## config.mk

```make
export PLATFORM = sky130hd
export DESIGN_NAME = mtimer
export DESIGN_NICKNAME = d
export VERILOG_FILES = /design/src/rtl/mtimer.sv
export SDC_FILE = /design/constraint.sdc
export NUM_CORES = 1
export LEC_CHECK = 0
export CAP_MARGIN = 10
export CORE_ASPECT_RATIO = 0.5
export CORE_MARGIN = 2
export CORE_UTILIZATION = 64
export DETAILED_ROUTE_END_ITERATION = 7
export HOLD_SLACK_MARGIN = 0.1
export PLACE_DENSITY = 0.87
export SLEW_MARGIN = 30
export SYNTH_ARGS = -nofsm -noshare
export SYNTH_HDL_FRONTEND = slang
export SYNTH_SLANG_ARGS = --single-unit
export TNS_END_PERCENT = 30
```

## constraint.sdc

```tcl
create_clock -name clk_i -period 9.4 [get_ports clk_i]
set_input_delay 0.94 -clock clk_i [delete_from_list [all_inputs] [get_ports clk_i]]
set_output_delay 0.94 -clock clk_i [all_outputs]
set_load 0.05 [all_outputs]
```

## src/rtl/mtimer.sv

```systemverilog
// mtimer: 64-bit machine timer with prescaler, compare register and level interrupt.
module mtimer #(
  parameter logic [7:0] PRESC_RST = 8'h00,
  parameter logic       EN_RST    = 1'b1
) (
  input  logic        clk_i,
  input  logic        rst_i,
  input  logic        timer_wr_en_i,
  input  logic [19:0] timer_wr_addr_i,
  input  logic [31:0] timer_wr_data_i,
  input  logic        timer_rd_en_i,
  input  logic [19:0] timer_rd_addr_i,
  output logic [31:0] timer_rd_data_o,
  output logic        timer_irq_o
);
  logic [63:0] mtime, mtimecmp, mtime_nx, cmp_nx;
  logic [31:0] hi_shadow, rd_sel;
  logic [7:0]  presc, presc_cnt;
  logic        en, irq_en, irq_en_nx;
  logic        wsel, rsel, we_lo, we_hi, we_clo, we_chi, we_ctrl, rd_lo, wrap, tick;
  logic [2:0]  widx, ridx;
  assign wsel    = timer_wr_en_i && timer_wr_addr_i[19:5] == 15'd0;
  assign rsel    = timer_rd_en_i && timer_rd_addr_i[19:5] == 15'd0;
  assign widx    = timer_wr_addr_i[4:2];
  assign ridx    = timer_rd_addr_i[4:2];
  assign we_lo   = wsel && widx == 3'd0;
  assign we_hi   = wsel && widx == 3'd1;
  assign we_clo  = wsel && widx == 3'd2;
  assign we_chi  = wsel && widx == 3'd3;
  assign we_ctrl = wsel && widx == 3'd4;
  assign rd_lo   = rsel && ridx == 3'd0;
  assign wrap    = presc_cnt == presc;
  // a CTRL write restarts the prescaler, so its cycle never ticks
  assign tick    = en && wrap && !we_ctrl;
  always_comb begin
    mtime_nx  = we_lo ? {mtime[63:32], timer_wr_data_i} :
                we_hi ? {timer_wr_data_i, mtime[31:0]} :
                tick  ? mtime + 64'd1 : mtime;
    cmp_nx    = we_clo ? {mtimecmp[63:32], timer_wr_data_i} :
                we_chi ? {timer_wr_data_i, mtimecmp[31:0]} : mtimecmp;
    irq_en_nx = we_ctrl ? timer_wr_data_i[1] : irq_en;
  end
  always_comb begin
    case (ridx)
      3'd0:    rd_sel = mtime[31:0];
      3'd1:    rd_sel = hi_shadow;
      3'd2:    rd_sel = mtimecmp[31:0];
      3'd3:    rd_sel = mtimecmp[63:32];
      3'd4:    rd_sel = {16'h0, presc, 6'h0, irq_en, en};
      3'd5:    rd_sel = {31'h0, mtime >= mtimecmp};
      default: rd_sel = 32'h0;
    endcase
    timer_rd_data_o = rsel ? rd_sel : 32'h0;
  end
  always_ff @(posedge clk_i or negedge rst_i) begin
    if (!rst_i) begin
      mtime       <= '0;
      mtimecmp    <= '1;
      en          <= EN_RST;
      irq_en      <= 1'b0;
      presc       <= PRESC_RST;
      presc_cnt   <= '0;
      hi_shadow   <= '0;
      timer_irq_o <= 1'b0;
    end else begin
      mtime       <= mtime_nx;
      mtimecmp    <= cmp_nx;
      irq_en      <= irq_en_nx;
      presc_cnt   <= we_ctrl ? 8'd0 : !en ? presc_cnt : wrap ? 8'd0 : presc_cnt + 8'd1;
      if (we_ctrl) begin
        en    <= timer_wr_data_i[0];
        presc <= timer_wr_data_i[15:8];
      end
      if (rd_lo) hi_shadow <= mtime[63:32];
      timer_irq_o <= irq_en_nx && (mtime_nx >= cmp_nx);
    end
  end
endmodule

```

After elaboration in Yosys (flattened, before gate mapping)
Cells that the tools add are included.
- word-level logic and storage cells: 50
- input bits: 76
- output and inout port bits: 33
- bits in registers: 179
- order comparisons: 2
- eq/ne operators: 10
- reduce and logical (&&, ||, !) cells: 17
- mux-type cells: 11
- $add $sub $neg: 2
- operators by type and width (kind ; count):
    $mux 64 ; 5
    $pmux 32 s6 ; 1
    $ge 64x64->1 ; 2
    $add 64x1->64 const B ; 1
    $mux 32 ; 1
    $logic_not 15->1 ; 2
    $mux 8 ; 3
    $eq 3x2->1 const B ; 4
    $logic_and 1x1->1 ; 11
    $eq 3x3->1 const B ; 3
    $add 8x1->8 const B ; 1
    $eq 8x8->1 ; 1
    $eq 3x1->1 const B ; 2
    $logic_not 3->1 ; 2
    $reduce_bool 2->1 ; 1
    $logic_not 1->1 ; 1
    $mux 1 ; 1

Longest topological paths before layout
Gate-level depths: netlist of the first run.
- depth in word-level cells: 10
- gate-level depth with buffers: 17
- mapped depth without buffers: 15

Worst setup path before layout of the first run
OpenSTA, ideal clock, no wires.
- path kind: input-to-reg
- start point: in timer_wr_addr_i[6]
- end point: reg timer_irq_o
- setup time: 0.137 ns
- data required time: 9.263 ns
- buffers on the path: 1
- cell stages on the path: 15
- setup slack: 5.021 ns
- arrival time: 4.242 ns
- cell sequence: or4_4 -> or4_4 -> o21a_1 -> buf_6 -> nand4_1 -> o21ai_0 -> a21oi_1 -> nor2_1 -> ha_1 -> a2111oi_0 -> o21ai_0 -> a221oi_1 -> o211ai_1 -> a21oi_1 -> a31oi_1
- cells in the longest elaborated chain, start to end: 10
- elaborated cells between the ends (all ways): 17
- those cells by class: 1 x order compare; 6 x mux; 10 x reduce/logical
- RTL lines (item ; line ; RTL):
    start: declaration ; 9 ; input logic [19:0] timer_wr_addr_i,
    $logic_not 15->1 (*) ; 22 ; assign wsel = timer_wr_en_i && timer_wr_addr_i[19:5] == 15'd0;
    $logic_and 1x1->1 (*) ; 22 ;
    $logic_and 1x1->1 ; 30 ; assign we_ctrl = wsel && widx == 3'd4;
    $logic_not 1->1 ; 34 ; assign tick = en && wrap && !we_ctrl;
    $logic_and 1x1->1 ; 34 ;
    $mux 64 ; 38 ; tick ? mtime + 64'd1 : mtime;
    $mux 64 ; 37 ; we_hi ? {timer_wr_data_i, mtime[31:0]} :
    $mux 64 (*) ; 36 ; mtime_nx = we_lo ? {mtime[63:32], timer_wr_data_i} :
    via mtime_nx[59] ; 16 ; logic [63:0] mtime, mtimecmp, mtime_nx, cmp_nx;
    $ge 64x64->1 (*) ; 75 ; timer_irq_o <= irq_en_nx && (mtime_nx >= cmp_nx);
    $logic_and 1x1->1 (*) ; 75 ;
    end signal: assignment ; 75 ;
    end: declaration ; 14 ; output logic timer_irq_o
Mark *: on every way through the listed nets, which the timed path passes. The rest lies on a longest branch.
A chain may end at the register's enable or synchronous reset.

Final worst setup path of the first run
- start point: in timer_wr_addr_i[6]
- end point: reg timer_irq_o
- elaborated cells between the ends (all ways): 17
- those cells by class: 1 x order compare; 6 x mux; 10 x reduce/logical
- RTL lines (item ; line ; RTL):
    $logic_not 15->1 ; 22 ;
    $logic_and 1x1->1 ; 22 ;
    $logic_and 1x1->1 ; 28 ; assign we_clo = wsel && widx == 3'd2;
    $mux 64 ; 39 ; cmp_nx = we_clo ? {mtimecmp[63:32], timer_wr_data_i} :
    via cmp_nx[0] ; 16 ;
    $ge 64x64->1 ; 75 ;
    $logic_and 1x1->1 ; 75 ;
The timed path passes the listed nets, and every way through them passes these cells.

==> metrics.txt, run 1 <==
status completed; CP endpoint kind flip-flop; main area contributors after synthesis dfrtp_1 22%, dfstp_2 13%, ha_1 13%; Storage cell area approximately 4600 µm²; gp weighted congestion 1.05; Data arrival, critical path 6.69 ns; CTS H-tree lvls 4; Mapped Cells between 1000 and 1500; wire length of the first global-routing pass between 60 and 70 mm; DRC Markers 0; vias per cell ~6.8; final setup fails 0; Post-synth ARST share 100%; grt met1 use around three fifths; Clock Root Buffer clkbuf_16; Worst setup SP type primary input; initial antenna violation count 0; Clk network pwr share 47.0%; vias in the first global route roughly 12000; fillers approximately 1400; final WL between 40 and 50 mm; post-synth top area cell dfrtp_1; CTS buffer count 17; ys flop type dfrtp_1; Worst-Skew Late Latency 0.46 ns; # IOs roughly 110; 1st-iter DRT viols around 1300; CP Buf/Inv Count 2; family with the most delay on the worst path simple AND/OR/NAND/NOR gates; hold_ws between 0.5 and 0.6 ns; Max VDD drop 0.100 mV; CP cell instances clkdlybuf4s50_1 > or4_4 > or4_4 > nor2_4 > nand3_2 > buf_4 > mux2_2 > ha_1 > nand2b_1 > nand3_1 > a21boi_0 > o2111ai_1 > a2111oi_0 > o311ai_0 > a31oi_1; routed length per instance 24.7 µm; Nets between 1500 and 2000; power consumption ~1.6 mW; Setup Buffers After CTS 0; P_int approximately 1.2 mW; Initial Util around two thirds; sequential-to-total area share from yosys stat between 30% and 40%; sequential share of power a little under half; post-CTS sizing 0; cts hold-fix bufs 0; RSZ-0062 raised after global routing false; pin count of the biggest net entering global routing 104; Worst-path clk slew 0.07 ns; via count 11900; Avg Inst Size Synth 9.21 µm²; Critical Path Slowest Stage Cell a2111oi_0; period utilization approximately two thirds; Tightest Hold Check Type reg2reg; row count 36; combinational power share 5.4%; syn_nets about 1600; CTS tree done; Sw Ratio between 20% and 30%; required time of the critical path 9.76 ns; Slew @ Worst Pin just over 1 ns; top-area cell type share of the netlist area between 20% and 30%; DP Wirelength 32.1 mm; synth cell count leaders 140 x inv_1, 130 x ha_1, 114 x dfrtp_1, 110 x nor2_1, 89 x a21oi_1; maximum operating frequency between 0.15 and 0.2 GHz; most frequent cell on the critical path or4_4; Die ar. roughly 21000 µm²; Longest Clk Path Bufs 2; CP Max Fanout 17; die span in y approximately 100 µm; Core ar. between 15000 and 20000 µm²; Pre-antenna DRT Iters 6; Max Transition Viols Final 0; synth unique cells just under 80; IO Port Bufs between 100 and 150; sw power around 0.38 mW; met3 Usage GRT approximately 12%; Clock Skews 0.00868 ns; CP max stage delay roughly 0.93 ns; total grt overflow 0; area of the multi-input gates between 7000 and 8000 µm²; Synth Cell Area ~13000 µm²; Seq cells post-synth between 150 and 200; # diodes 0; grt met2 use about three fifths; max_cap viols 0; kind of critical path in2reg; Die X between 200 and 250 µm; P per Cell Area about 110 nW/µm²; Slew Limit Headroom a little under a third; Setup TNS Final 0 ns; most numerous cell in the Yosys netlist inv_1; Util after Layout between 70% and 80%; share of post-route cells with drive strength above 1 between 10% and 20%; synthesis-to-layout area growth 15.2%; busiest grt layer met2; Yosys Warn Count 0; DRT antenna net count 0; FF-to-FF setup slack roughly 4 ns; post-layout min period roughly 6.3 ns; leakage dissipation 6.47 nW; Hold Vio Cnt, Final 0; gr usage total 41.8%; clk sinks between 150 and 200; Post-synth EDFFs 0
[worst reg2reg max path, stage by stage, from the launching register on]
cell and delay (ns):
dfrtp_1 0.43, xnor2_1 0.26, nand4_1 0.33, nor2_1 0.55, nand4_1 0.83, nor3_1 0.45
xnor2_1 0.17, o21ai_0 0.12, ha_1 0.36, nand4_1 0.19, a2111oi_0 0.84, o311ai_0 0.42
a31oi_1 0.32
[kinds of logic after synthesis]
group	count (synthesis)	share of synthesized area, %
AOI/OAI and AO/OA	307	15.2
xor gates and xnor gates	44	3.17
adders and majority gates	130	12.7
buffers and inverters	196	6.03
DFF	179	35.5
muxes	119	10.3
and+or+nand+nor	421	17.2
[flip-flops by register name, indices dropped and copies added, names as in the netlist]
register     cells
en               1
hi_shadow       32
irq_en           1
mtime           64
mtimecmp        64
presc            8
presc_cnt        8
timer_irq_o      1
[power by group through the flow]
| stage | clock network, mW | registers [mW] | logic (mW) |
|---|---|---|---|
| finish | 0.763 | 0.772 | 0.0874 |
| global route | 0.794 | 0.771 | 0.0912 |
| floorplan | 0 | 0.785 | 0.0164 |
| detailed placement | 0 | 0.785 | 0.0842 |
| global placement | 0 | 0.785 | 0.0822 |
| CTS | 0.762 | 0.772 | 0.0847 |
[path summary, 6_finish.rpt]
kind                                    start  cells after the start             to
max                        timer_wr_addr_i[6]                     15    timer_irq_o
min                              hi_shadow[3]                      1   hi_shadow[3]
max reg2reg                          presc[7]                     12    timer_irq_o
min reg2reg                      hi_shadow[3]                      1   hi_shadow[3]
max in group asynchronous               rst_i                      2  hi_shadow[24]
min in group asynchronous               rst_i                      1   hi_shadow[4]
[layout by cell type (no fill, tap or decap), types with 48 or more instances in the layout]
master | netlist | routed
dfstp_2 | 65 | 65
o21ai_0 | 70 | 70
nor2_1 | 110 | 110
dfrtp_1 | 114 | 114
a22oi_1 | 48 | 48
ha_1 | 130 | 130
nand2_1 | 87 | 87
inv_1 | 140 | 140
a21oi_1 | 89 | 89
mux2i_1 | 51 | 51
mux2_2 | 56 | 56
clkdlybuf4s50_1 | 0 | 102
[per-stage QoR]
stage / area, µm² / cells / worst slack, ns
6_report: 14800 / 1759 / 3.07
5_1_grt: 14800 / 1759 / 2.90
4_1_cts: 14800 / 1758 / 3.28
3_5_place_dp: 14200 / 1726 / 2.80
3_3_place_gp: 14100 / 1724 / 2.94
2_1_floorplan: 12900 / 1396 / 5.02
[routing by layer]
layer  up-vias  part of all wire, %
li1       5223                    -
met1      5831                   42
met2       739                   43
met3       136                   12
met4         0                  3.3
met5         -                    0
[area by class of cell]
| class | count | share of cell area, % |
|---|---|---|
| multi-input combinational | 1021 | 51.0 |
| sequential | 179 | 30.8 |
| timing repair buffer | 121 | 8.23 |
| clock buffer | 25 | 3.55 |
| inverter | 140 | 3.55 |
| tap | 266 | 2.25 |
| clock inverter | 7 | 0.634 |
Note: power is estimated with default switching activity, not from simulation.
==> run 2, diff against run 1 <==
--- a/config.mk
+++ b/config.mk
@@ -8,10 +8,10 @@
 export CAP_MARGIN = 10
 export CORE_ASPECT_RATIO = 0.5
 export CORE_MARGIN = 2
-export CORE_UTILIZATION = 64
+export CORE_UTILIZATION = 60
 export DETAILED_ROUTE_END_ITERATION = 7
 export HOLD_SLACK_MARGIN = 0.1
-export PLACE_DENSITY = 0.87
+export PLACE_DENSITY = 0.82
 export SLEW_MARGIN = 30
 export SYNTH_ARGS = -nofsm -noshare
 export SYNTH_HDL_FRONTEND = slang
==> constraint.sdc (replaced) <==
create_clock -name clk_i -period 6.5 [get_ports clk_i]
set_input_delay 0.65 -clock clk_i [delete_from_list [all_inputs] [get_ports clk_i]]
set_output_delay 0.65 -clock clk_i [all_outputs]
set_load 0.05 [all_outputs]
==> run 2 against run 1 <==
Net effect: sequential power is 45% higher; clock skew is 0.00065 ns higher; non-clock buffer count is 9 higher; critical path depth is 1 higher; worst setup slack worse by 1.6 ns; routed wire length is 1.9% higher; worst hold slack worse by 0.40 ns; register-to-register slack worse by 2.3 ns; clock-buffer cell count is 4 lower; sequential cell count stayed put; cell count is 0.91% higher; combinational power is 45% higher; critical path type unchanged; highest routed layer is now met5.
==> metrics.txt, run 2 (same netlist as run 1, synthesis figures left out) <==
share of post-route cells with drive strength above 1 15.0% (was 14.5%); Pre-antenna DRT Iters 6 (unchanged); status completed (unchanged); commonest non-fill, non-tap cell in the layout inv_1 (unchanged); gp weighted congestion 0.990 (was 1.05); Worst-path clk slew 0.07 ns (about the same); routed length per instance 24.9 µm (was 24.7 µm); Clock Root Buffer clkbuf_16 (unchanged); total grt overflow 0 (unchanged); FF-to-FF setup slack 1.76 ns (was 4.02 ns); final setup fails 0 (unchanged); cts hold-fix bufs 0 (unchanged); gr usage total 40.2% (was 41.8%); RSZ-0062 raised after global routing false (unchanged); vias per cell 6.61 (was 6.78); Reg2Reg Launch Point mtime[2] (was presc[7]); Slew Limit Headroom 38.8% (was 30.8%); Longest Clk Path Bufs 2 (unchanged); period utilization ~77%; Worst setup SP type primary input (unchanged); Worst-Skew Late Latency 0.48 ns (was 0.46 ns); final WL 44.3 mm (was 43.5 mm); # IOs 109 (unchanged); Largest regs mtime x64, mtimecmp x64, hi_shadow x32 (unchanged); DRC Markers 0 (unchanged); max_cap viols 0 (unchanged); maximum operating frequency 0.199 GHz; via count 11700 (was 11900); post-layout min period 5.03 ns; Nets 1695 (was 1686); P per Cell Area 156 nW/µm² (was 110 nW/µm²); row count 37 (was 36); post-CTS sizing 0 (unchanged); sw power 0.560 mW (was 0.376 mW); Die ar. 22700 µm² (was 21300 µm²); CP endpoint kind flip-flop (unchanged); 1st-iter DRT viols 1617 (was 1344); Initial Util 61.8% (was 65.6%); Max VDD drop 0.170 mV (was 0.100 mV); vias in the first global route 11500 (was 11600); Slew @ Worst Pin 0.909 ns (was 1.01 ns); IO Port Bufs 104 (unchanged); CP Max Fanout 12 (was 17); CTS tree done (unchanged); initial antenna violation count 2 (was 0); most frequent cells in the layout 140 x inv_1, 130 x ha_1, 114 x dfrtp_1, 110 x nor2_1, 103 x clkdlybuf4s50_1 (was 140 x inv_1, 130 x ha_1, 114 x dfrtp_1, 110 x nor2_1, 102 x clkdlybuf4s50_1); clk sinks 179 (unchanged); Setup Buffers After CTS 0 (unchanged); Hold Vio Cnt, Final 0 (unchanged); Clk network pwr share 46.2% (was 47.0%); Max Transition Viols Final 0 (unchanged); required time of the critical path 6.83 ns (was 9.76 ns); combinational power share 5.5% (was 5.4%); sequential share of power 48.3% (was 47.6%); CTS buffer count 17 (unchanged); CTS H-tree lvls 4 (unchanged); Util after Layout 71.3% (was 75.6%); Core ar. 20800 µm² (was 19600 µm²); Data arrival, critical path 5.36 ns (was 6.69 ns); Setup TNS Final 0 ns (unchanged); DP Wirelength 33.5 mm (was 32.1 mm); synthesis-to-layout area growth 15.3% (was 15.2%); pin count of the biggest net entering global routing 69 (was 104); kind of critical path in2reg (unchanged); Sw Ratio 24.2% (was 23.2%); die span in y 108 µm (was 104 µm); Tightest Hold Check Type in2async (was reg2reg); # diodes 0 (unchanged); Die X 211 µm (was 204 µm); wire length of the first global-routing pass 67.0 mm (was 66.7 mm); leakage dissipation 6.47 nW (about the same); Clock Skews 0.00933 ns (was 0.00868 ns); P_int 1.75 mW (was 1.25 mW); DRT antenna net count 0 (unchanged); r2r endpoint timer_irq_o (unchanged); Reg2Reg Depth 14 (was 12)
[run 2: cell count changes in the layout (fill, tap and decap cells not counted), sizes merged]
cell | before | now
clkinvlp | 2 | 6
inv | 140 | 141
buf | 18 | 27
clkbuf | 26 | 21
clkdlybuf4s50 | 102 | 103
clkinv | 3 | 2
[run 2: through the flow]
| stage | instances | instance area [µm²] | total power, mW | hold slack, ns | setup WS (ns) |
|---|---|---|---|---|---|
| final | 1775 | 14800 | 2.31 | 0.101 | 1.47 |
| after global routing | 1775 | 14800 | 2.37 | 0.142 | 1.32 |
| after CTS | 1775 | 14800 | 2.32 | 0.108 | 1.57 |
| after detailed placement | 1743 | 14200 | 1.26 | 0.482 | 1.07 |
| after global placement | 1742 | 14200 | 1.26 | 0.471 | 1.13 |
| after floorplan | 1396 | 12900 | 1.16 | 0.354 | 2.41 |
[run 2: worst max path at each step]
stage | start | to | slack, ns | cells after the start
after floorplan | timer_wr_addr_i[6] | timer_irq_o | 2.41 | 15
after global placement | timer_wr_addr_i[6] | timer_irq_o | 1.13 | 17
after detailed placement | timer_wr_addr_i[6] | timer_irq_o | 1.07 | 17
after CTS | timer_wr_addr_i[6] | timer_irq_o | 1.57 | 17
after global routing | timer_wr_addr_i[7] | timer_irq_o | 1.32 | 16
final | timer_wr_addr_i[6] | timer_irq_o | 1.47 | 16
[run 2: critical path, cell delays in order]
cell and delay, ns:
clkdlybuf4s50_1 0.40, or4_4 0.57, or4_4 0.60, o21a_1 0.38
nand4_1 0.47, buf_4 0.26, nor3_1 0.07, xnor2_1 0.14
o21ai_0 0.23, ha_1 0.29, a211oi_1 0.26, o21ai_0 0.22
a311oi_1 0.34, o31ai_1 0.14, o21ai_0 0.20, a31oi_1 0.13
[run 2: power by group through the flow]
stage               Clock [mW]  Sequential (mW)  Combinational (mW)
finish                    1.07             1.12               0.127
global route              1.12             1.12               0.132
CTS                       1.08             1.12               0.125
detailed placement           0             1.14               0.124
global placement             0             1.14               0.122
floorplan                    0             1.14              0.0237
[run 2: final cells by class]
| type | count | area, µm² |
|---|---|---|
| clock buffers | 21 | 460 |
| clock inverters | 11 | 128 |
| fillers | 1615 | 5960 |
| inverters | 140 | 526 |
| multi-input cells | 1021 | 7550 |
| flip-flops and latches | 179 | 4560 |
| well taps | 273 | 342 |
| repair buffers | 130 | 1260 |
[run 2: layer usage]
| layer | share of wire, % | vias to the layer above | wire length [µm] | global-route usage (%) |
|---|---|---|---|---|
| li1 | - | 5234 | - | - |
| met1 | 42 | 5727 | 18800 | 56.0 |
| met2 | 42 | 660 | 18500 | 58.7 |
| met3 | 13 | 107 | 5670 | 12.6 |
| met4 | 2.9 | 4 | 1280 | 14.8 |
| met5 | 0.059 | - | 26 | 0 |
==> run 3, diff against run 2 <==
==> constraint.sdc (replaced) <==
create_clock -name clk_i -period 5.2 [get_ports clk_i]
set_input_delay 0.52 -clock clk_i [delete_from_list [all_inputs] [get_ports clk_i]]
set_output_delay 0.52 -clock clk_i [all_outputs]
set_load 0.05 [all_outputs]
==> run 3 against run 2 <==
Net effect: cell count rose by 1.9%; cell area rose by 1.8%; worst setup slack got worse by 1.2 ns; sequential power rose by 24%; core utilization rose by 1.3 points; die area did not move; routed wire length rose by 1.9%; combinational power rose by 26%; via count rose by 2.2%; clock-buffer cell count fell by 3; critical path type unchanged; largest cell class unchanged.
==> metrics.txt, run 3 (same netlist as run 1, synthesis figures left out) <==
status completed (unchanged); CP max stage delay 0.69 ns (was 0.60 ns); Tightest Hold Check Type in2async (unchanged); DRT antenna net count 0 (unchanged); die span in y 108 µm (unchanged); Data arrival, critical path 5.33 ns (was 5.36 ns); leakage dissipation 6.65 nW (was 6.47 nW); clk sinks 179 (unchanged); Slew Limit Headroom 32.5% (was 38.8%); Slew @ Worst Pin 1.00 ns (was 0.909 ns); gp weighted congestion 1.04 (was 0.990); final WL 45.1 mm (was 44.3 mm); Initial Util 61.8% (unchanged); DRC Markers 0 (unchanged); Worst-Skew Late Latency 0.46 ns (was 0.48 ns); maximum operating frequency just over 0.2 GHz; power consumption 2.89 mW (was 2.31 mW); CTS H-tree lvls 4 (unchanged); vias per cell 6.63 (was 6.61); P per Cell Area 191 nW/µm² (was 156 nW/µm²); Clock Root Buffer clkbuf_16 (unchanged); cts hold-fix bufs 0 (unchanged); vias in the first global route 11900 (was 11500); wire length of the first global-routing pass 69.1 mm (was 67.0 mm); Longest Clk Path Bufs 2 (unchanged); kind of critical path in2reg (unchanged); post-CTS sizing 0 (unchanged); Max Transition Viols Final 0 (unchanged); Setup TNS Final 0 ns (unchanged); Die X 211 µm (unchanged); routed length per instance 24.9 µm (about the same); required time of the critical path 5.57 ns (was 6.83 ns); max_cap viols 0 (unchanged); period utilization 95.3%; CTS tree done (unchanged); CP cell instances clkdlybuf4s50_1 > or4_4 > or4_4 > o21a_1 > and3_1 > buf_4 > mux2i_1 > o21ai_0 > ha_1 > a21oi_1 > a21boi_0 > o2111ai_1 > a2111oi_0 > o311ai_0 > buf_4 > a31oi_1 (was clkdlybuf4s50_1 > or4_4 > or4_4 > o21a_1 > nand4_1 > buf_4 > nor3_1 > xnor2_1 > o21ai_0 > ha_1 > a211oi_1 > o21ai_0 > a311oi_1 > o31ai_1 > o21ai_0 > a31oi_1); Largest regs mtime x64, mtimecmp x64, hi_shadow x32 (unchanged); initial antenna violation count 0 (was 2); Die ar. 22700 µm² (unchanged); share of post-route cells with drive strength above 1 16.9% (was 15.0%); Critical Path Slowest Stage Cell a2111oi_0 (was or4_4); final setup fails 0 (unchanged); # IOs 109 (unchanged); # diodes 0 (unchanged); gr usage total 41.2% (was 40.2%); Pre-antenna DRT Iters 6 (unchanged); Max VDD drop 0.248 mV (was 0.170 mV); CP endpoint kind flip-flop (unchanged); Setup Buffers After CTS 0 (unchanged); IO Port Bufs 104 (unchanged); commonest non-fill, non-tap cell in the layout inv_1 (unchanged); CTS buffer count 17 (unchanged); RSZ-0062 raised after global routing false (unchanged); CP Max Fanout 4 (was 12); Nets 1729 (was 1695); pin count of the biggest net entering global routing 105 (was 69); Worst setup SP type primary input (unchanged); synthesis-to-layout area growth 17.4% (was 15.3%); Clock Skews 0.0115 ns (was 0.00933 ns); DP Wirelength 34.1 mm (was 33.5 mm); Hold Vio Cnt, Final 0 (unchanged); post-layout min period 4.95 ns; 1st-iter DRT viols 1464 (was 1617); row count 37 (unchanged); Worst-path clk slew 0.07 ns (about the same); most frequent cells in the layout 140 x inv_1, 130 x ha_1, 114 x dfrtp_1, 110 x nor2_1, 102 x clkdlybuf4s50_1 (was 140 x inv_1, 130 x ha_1, 114 x dfrtp_1, 110 x nor2_1, 103 x clkdlybuf4s50_1); hold_ws 0.109 ns (was 0.101 ns); total grt overflow 0 (unchanged); Core ar. 20800 µm² (unchanged); via count 12000 (was 11700)
run 3: cell count changes in the layout (fill, tap and decap cells not counted), sizes merged:
| cell | change |
|---|---|
| clkinvlp | -3 |
| inv | +2 |
| clkdlybuf4s50 | -1 |
| clkbuf | -2 |
| buf | +34 |
| clkinv | +4 |
run 3: final timing paths:
kind                            endpoint               start  slack, ns  cells past startpoint
max in group asynchronous  hi_shadow[29]               rst_i       3.88                      2
max                          timer_irq_o  timer_wr_addr_i[6]       0.25                     16
min                             mtime[3]               rst_i       0.11                      1
min in group clk_i          hi_shadow[9]        hi_shadow[9]       0.49                      1
min reg2reg                 hi_shadow[9]        hi_shadow[9]       0.49                      1
max reg2reg                  timer_irq_o            mtime[7]       0.43                     14
run 3: cell type report:
cell class	count	area [µm²]
sequential	179	4560
fill	1540	5690
clock inverter	14	154
tap	273	342
timing repair buffer	164	1540
multi-input combinational	1021	7540
inverter	140	526
clock buffer	18	429
run 3: where the power goes:
part	internal, mW	switching [mW]
combinational	0.0626	0.0971
clock	0.713	0.622
sequential	1.39	0.000268
total	2.17	0.719
run 3: worst max-delay path: cells and delay by family:
kind                       cells  cell delay (ns)
and+or+nand+nor                3             1.48
buffers and inverters          3             0.82
AOI/OAI and AO/OA              8             2.13
adders and majority gates      1             0.27
muxes                          1             0.11
run 3: per-layer routing:
metal  share of wire (%)  wire, µm  global-route usage [%]  vias to the layer above
met5                   0         0                       0                        -
met4                 2.6      1180                    13.5                        0
met3                  12      5450                    13.4                      106
met2                  43     19200                    61.9                      684
li1                    -         -                       -                     5305
met1                  43     19300                    56.3                     5899
run 3: stage by stage:
step | worst slack [ns] | utilization (%) | area (µm²) | cells
floorplan | 1.24 | - | 12900 | 1396
global placement | 0.238 | 69.7 | 14500 | 1776
detailed placement | 0.137 | 69.8 | 14500 | 1777
finish | 0.246 | 72.6 | 15100 | 1809
global route | 0.140 | 72.6 | 15100 | 1809
CTS | 0.362 | 72.6 | 15100 | 1809
